File: config.mk
export PLATFORM = sky130hd
export DESIGN_NAME = debug_word_tx
export DESIGN_NICKNAME = d
export VERILOG_FILES = /design/src/rtl/debug_word_tx.sv
export SDC_FILE = /design/constraint.sdc
export NUM_CORES = 1
export LEC_CHECK = 0
export ABC_CLOCK_PERIOD_IN_PS = 3200
export CAP_MARGIN = 20
export CORE_MARGIN = 2
export CORE_UTILIZATION = 63
export CTS_BUF_LIST = sky130_fd_sc_hd__clkbuf_8
export CTS_CLUSTER_SIZE = 8
export DETAILED_ROUTE_END_ITERATION = 16
export DONT_BUFFER_PORTS = 1
export GPL_TIMING_DRIVEN = 0
export PLACE_DENSITY_LB_ADDON = 0.25
export SLEW_MARGIN = 0
export SYNTH_ARGS = -nofsm -noshare
export SYNTH_HDL_FRONTEND = slang
export SYNTH_SLANG_ARGS = --single-unit
export TNS_END_PERCENT = 10
File: constraint.sdc
create_clock -name clk -period 3.2 [get_ports clk]
set_input_delay 0.96 -clock clk [delete_from_list [all_inputs] [get_ports clk]]
set_output_delay 0.96 -clock clk [all_outputs]
set_load 0.03 [all_outputs]
File: src/rtl/debug_word_tx.sv
// Word-to-byte transmit responder: takes one NBITS word from the debug controller and
// feeds it LSB byte first to a UART byte transmitter, then holds off for a guard gap.
module debug_word_tx #(
  parameter int NBITS      = 32,
  parameter int BYTE_W     = 8,
  parameter int GAP_CYCLES = 2,
  parameter int CNT_W      = 16
) (
  input  logic              clk,
  input  logic              reset,
  input  logic              tx_start,
  input  logic [NBITS-1:0]  tx_Data,
  input  logic              byte_tx_done,
  output logic [BYTE_W-1:0] byte_tx_data,
  output logic              byte_tx_start,
  output logic              tx_done,
  output logic              busy,
  output logic [CNT_W-1:0]  word_count
);

  localparam int NB    = NBITS / BYTE_W;
  localparam int IDX_W = (NB > 1) ? $clog2(NB) : 1;
  localparam int GAP_W = $clog2(GAP_CYCLES + 1);
  localparam logic [IDX_W-1:0] IDX_LAST = IDX_W'(NB - 1);
  localparam logic [GAP_W-1:0] GAP_LOAD = GAP_W'(GAP_CYCLES);

  if ((NBITS % BYTE_W) != 0 || NB < 1) begin : g_bad_width
    $error("debug_word_tx: NBITS must be a non-zero multiple of BYTE_W");
  end
  if (GAP_CYCLES < 1) begin : g_bad_gap
    $error("debug_word_tx: GAP_CYCLES must be at least 1");
  end

  typedef enum logic [1:0] {
    S_IDLE,
    S_WAIT,
    S_GAP
  } state_t;

  state_t             state, state_nxt;
  logic [NBITS-1:0]   shreg, shreg_nxt, shreg_shift;
  logic [IDX_W-1:0]   idx, idx_nxt;
  logic [GAP_W-1:0]   gap_cnt, gap_nxt;
  logic [BYTE_W-1:0]  data_nxt;
  logic               start_nxt;
  logic               done_nxt;
  logic               busy_nxt;
  logic [CNT_W-1:0]   wc_nxt;

  // The byte in flight always sits in the low bits; the next one is one shift away.
  assign shreg_shift = shreg >> BYTE_W;

  // NOTE: every variable gets a default before the case so no path leaves one
  // unassigned; an unassigned path would infer a latch.
  always_comb begin
    state_nxt = state;
    shreg_nxt = shreg;
    idx_nxt   = idx;
    gap_nxt   = gap_cnt;
    data_nxt  = byte_tx_data;
    start_nxt = 1'b0;
    done_nxt  = 1'b0;
    wc_nxt    = word_count;

    unique case (state)
      S_IDLE: begin
        if (tx_start) begin
          shreg_nxt = tx_Data;
          data_nxt  = tx_Data[BYTE_W-1:0];
          start_nxt = 1'b1;
          idx_nxt   = '0;
          state_nxt = S_WAIT;
        end
      end

      S_WAIT: begin
        // A done that coincides with our own start pulse still completes that byte.
        if (byte_tx_done) begin
          if (idx == IDX_LAST) begin
            done_nxt  = 1'b1;
            wc_nxt    = word_count + 1'b1;
            gap_nxt   = GAP_LOAD;
            state_nxt = S_GAP;
          end else begin
            idx_nxt   = idx + 1'b1;
            shreg_nxt = shreg_shift;
            data_nxt  = shreg_shift[BYTE_W-1:0];
            start_nxt = 1'b1;
          end
        end
      end

      S_GAP: begin
        // Gives the controller time to update its registered word before we resample.
        if (gap_cnt == '0) begin
          state_nxt = S_IDLE;
        end else begin
          gap_nxt = gap_cnt - 1'b1;
        end
      end

      default: begin
        state_nxt = S_IDLE;
      end
    endcase

    busy_nxt = (state_nxt != S_IDLE);
  end

  // NOTE: sequential state uses non-blocking assignments so every register
  // samples the pre-edge values regardless of statement order.
  always_ff @(posedge clk or posedge reset) begin
    if (reset) begin
      state         <= S_IDLE;
      shreg         <= '0;
      idx           <= '0;
      gap_cnt       <= '0;
      byte_tx_data  <= '0;
      byte_tx_start <= 1'b0;
      tx_done       <= 1'b0;
      busy          <= 1'b0;
      word_count    <= '0;
    end else begin
      state         <= state_nxt;
      shreg         <= shreg_nxt;
      idx           <= idx_nxt;
      gap_cnt       <= gap_nxt;
      byte_tx_data  <= data_nxt;
      byte_tx_start <= start_nxt;
      tx_done       <= done_nxt;
      busy          <= busy_nxt;
      word_count    <= wc_nxt;
    end
  end

  a_done_in_gap : assert property (@(posedge clk) disable iff (reset)
    tx_done |-> (state == S_GAP));
  a_start_in_wait : assert property (@(posedge clk) disable iff (reset)
    byte_tx_start |-> (state == S_WAIT));
  a_busy_matches : assert property (@(posedge clk) disable iff (reset)
    busy == (state != S_IDLE));

endmodule

After elaboration in Yosys (flattened, before gate mapping)
Index checks and enable logic that the tools add are counted.
{"block": "word_totals", "ff_bits": 65, "latchBits": 0, "ramBits": 0, "rom_bits": 0, "word_cells": 56, "memories": 0}
{"block": "op_classes", "addsub": 3, "n_mul": 0, "n_div": 0, "n_lt_le_gt_ge": 0, "eq_ne": 8, "shifts": 0, "n_mux": 28, "bitwise_logic": 0, "n_reduce_logical": 8}
{"cell": "32-bit 2-to-1 mux", "n": 3}
{"cell": "32-bit case mux with 2 select lines", "n": 1}
{"cell": "8-bit 2-to-1 mux", "n": 3}
{"cell": "2-bit 2-to-1 mux", "n": 10}
{"cell": "16-bit by 1-bit adder with 16-bit output (second input constant)", "n": 1}
{"cell": "8-bit case mux with 2 select lines", "n": 1}
{"cell": "2-bit inequality test (second input constant)", "n": 5}
{"cell": "2-bit case mux with 2 select lines", "n": 2}
{"cell": "4-bit AND reduction", "n": 2}
{"cell": "1-bit 2-to-1 mux", "n": 6}
{"cell": "2-bit case mux with 3 select lines", "n": 1}
{"cell": "2-bit nonzero test", "n": 3}
{"cell": "2-bit == test (second input constant)", "n": 2}
{"cell": "2-bit logical NOT", "n": 2}
{"cell": "3-bit AND reduction", "n": 1}
{"cell": "2-bit by 1-bit adder with 2-bit output (second input constant)", "n": 1}
{"cell": "2-bit by 1-bit == test with 1-bit output (second input constant)", "n": 1}
{"cell": "1-bit case mux with 2 select lines", "n": 1}
{"cell": "2-bit by 1-bit subtractor with 2-bit output (second input constant)", "n": 1}

Depth between registers and ports, before layout
{"block": "logic_depth", "word_depth": 5, "mapped_depth": 7, "depth_no_buf": 6}

Least setup slack after synthesis
Ideal clock, no wire load.
{"block": "synth_timing", "path_kind": "input-to-reg", "start": "input port byte_tx_done", "end": "register word_count[15]", "setup_ps": 80, "arrival_ps": 1741, "required_ps": 3120, "setup_slack_ps": 1379, "cell_stages": 5, "n_path_buf": 0, "cell_sequence": "nand4b_4 clkinv_2 nand4_4 nor4_2 xor2_1"}
{"block": "synth_between", "elab_chain_len": 1}
{"item": "start: declaration", "line": "13", "text": "input logic byte_tx_done,"}
{"item": "3-bit AND reduction (no source line)"}
{"item": "end signal: assignment", "line": "132", "text": "word_count <= wc_nxt;"}
{"item": "end: declaration", "line": "18", "text": "output logic [CNT_W-1:0] word_count"}
No other way between the ends.
A chain may end at the register's enable or synchronous reset.

Worst setup path in the final report
{"block": "layout_timing", "start": "register word_count[7]", "end": "output port word_count[7]"}
No word-level cell between the ends.

==> flow_summary.ini <==
[status]
outcome = complete, no violations

[timing]
finalSetupTns_ps = 0
finalMaxSlewViolations = 0
setup-violations-final = 0
max-slew-margin-rel = 0.410
final_hold_viol_count = 0
fmax_ghz = 0.520
worst_pin_slew_ps = 884
rsz0062_at_grt = no
post-route-period-util = 0.601
fin_worst_skew_ps = 4.62
period_needed_ps = 1920

[die]
ios = 63
num_rows = 23
dieArea_sq_mm = 0.00461
die_h_microns = 67.9
core-area_sq_mm = 0.00397
start_util = 0.648
die_x_microns = 67.9

[layout]
final_nets = 280
utilization = 0.718
multi_input_area_sq_um = 990
final_common_cell = dfrtp_1
drive_above_1_share = 0.147
fillers = 272
antenna_cells = 0
register_area_sq_mm = 0.00143
final_cell_mix = dfrtp_1, nand2_1, mux2i_1, o21ai_0, clkbuf_8
area_growth_pct = 10.8

[power_and_ir_drop]
leakage_nw = 1.37
switchingPower_w = 0.00101
p_clk_frac = 0.243
share_seq_of_total_power = 0.414
internal_power_w = 0.00173
switching_share = 0.369
ir_worst_vdd_mv = 0.578
power_frac_comb = 0.343
p_per_area_mw_per_mm2 = 962

[critical_path]
setup.worst_path.end_class = output pin
cp_max_fo = 7
arrival_ps = 960
required_ps = 2240
r2r_slack_ps = 1450
critPathLaunchType = flop
worst-setup-path-type = reg2out

[drt]
vias = 1669
drc_errors = 0
ant_nets = 0
avgRoutedWirePerCell_microns = 16.4
drt-initial-drc-count = 54
first_pass_iters = 4
avgViaCountPerCell = 5.66
routed_wl_microns = 4850

[yosys]
ys_seq_elements = 57
netlist_top_cells_area = dfrtp_1, mux2i_1, nand2_1, o21ai_0, xnor2_1
ys_seq_area_frac = 0.554
synth.distinct_cells = 34
synth_fa_ha_area_frac = 0.0146
postSynthAreaPerCell_sq_um = 11.2
synth_mux_area_frac = 0.0978
synth_edf_count = 0
syn_nets = 268
yosys.area_share.simple = 0.127
synth_top_area_share = 0.554
syn_inst = 229
yosys_warnings = 0
ys.flop_type = dfrtp_1
async_flop_share = 1.00
synth_top_family_by_area = simple AND/OR/NAND/NOR gates
yosys.area_share.xor_xnor = 0.0511
yosys.area.top_type = dfrtp_1
netlist_area_sq_mm = 0.00257
synth_compound_area_frac = 0.0939

[grt]
grt.overflow.total = 0
antenna_found_initial = 0
grt_use_total = 0.225
grt_pass1_vias = 1675
grt_max_degree = 46
grt_pass1_wl_microns = 7480

[hold_path]
min_path_type = in2async

[place]
gp_congestion = 0.724
portBuffers = 0
hpwl_microns = 3420

[clocking]
cts_buffers = 9
cts.sink_count = 57
clkTransAtPathRegs_ps = 60
ctsHoldBuffers = 0
max-clock-path-buffers = 2
cts_tree = yes
clockRootBuffer = clkbuf_8
cts_resized = 0
post_cts_buffers = 0
clock_latency_ps = 330
h-tree-depth = 3

[flow_run]
cap_violations = 0
[power groups by stage]
stage	sequential, W	clock, W	combinational, W
floorplan	0.00111	0	0.000785
global placement	0.00114	0	0.000900
detailed placement	0.00115	0	0.000943
CTS	0.00114	0.000667	0.000953
global route	0.00116	0.000692	0.00104
finish	0.00113	0.000667	0.000941
[per-layer routing]
layer  track usage  part of all wire  vias up  wire (microns)
met4         0.105             0.015        0              72
met1         0.261              0.41      805            1980
met3        0.0773             0.079        8             383
met5             0                 0        -               0
li1              -                 -      799               -
met2         0.375              0.50       57            2410
[worst reg2reg max path, cell delays in order (launching register included)]
cell	delay (ps)
dfrtp_1	410
ha_1	270
nand3b_1	170
a21o_1	170
buf_2	140
clkbuf_1	220
nand2_1	130
o21ai_0	90
[registers in the layout, summed over array words and instances (netlist names), 2 cells and up]
register / count
idx: 2
gap_cnt: 2
word_count: 16
state: 2
shreg: 25
byte_tx_data: 7
[through the flow]
stage | instance area (sq um) | instances | total power, W | setup WS (ps) | hold WS [ps]
6_report | 2850 | 295 | 0.00274 | 1280 | 455
2_1_floorplan | 2570 | 229 | 0.00190 | 840 | 449
3_5_place_dp | 2660 | 280 | 0.00209 | 1220 | 469
5_1_grt | 2850 | 295 | 0.00290 | 1230 | 464
3_3_place_gp | 2640 | 279 | 0.00204 | 317 | 462
4_1_cts | 2850 | 295 | 0.00276 | 1280 | 455
[Yosys cell counts, types with 3 or more instances]
cell type	number
xnor2_1	9
inv_1	7
and3_1	4
o21ai_0	24
buf_4	10
nand2_1	33
nand2b_1	3
nand3_1	4
dfrtp_1	57
a22o_1	8
mux2i_1	24
clkbuf_1	5
ha_1	3
nor2_1	7
xor2_1	6
buf_2	4
[cell type report]
cell class                 count  area share
buffer                        20      0.0439
clock buffer                  11      0.0531
multi-input combinational    144       0.347
inverter                       8      0.0110
clock inverter                 4      0.0154
sequential                    57       0.500
tap                           50      0.0219
timing repair buffer           1     0.00702
[path summary, 6_finish.rpt]
path / from / endpoint / cells past startpoint
worst max-delay path: word_count[7] / word_count[7] / 0
worst min-delay path: reset / shreg[25] / 1
worst max register to register: idx[0] / shreg[7] / 7
worst min register to register: shreg[15] / shreg[15] / 2
max in group asynchronous: reset / shreg[20] / 2
min in group clk: shreg[15] / shreg[15] / 2
[logic make-up (layout without fill, tap and decap cells)]
kind of cell    Yosys count  count (layout)
compound gates           39              39
fa+ha+maj                 3               3
xor+xnor                 15              15
mux                      25              25
simple gates             62              62
flops                    57              57
buf+inv                  28              44
(Power assumes the default switching activity.)
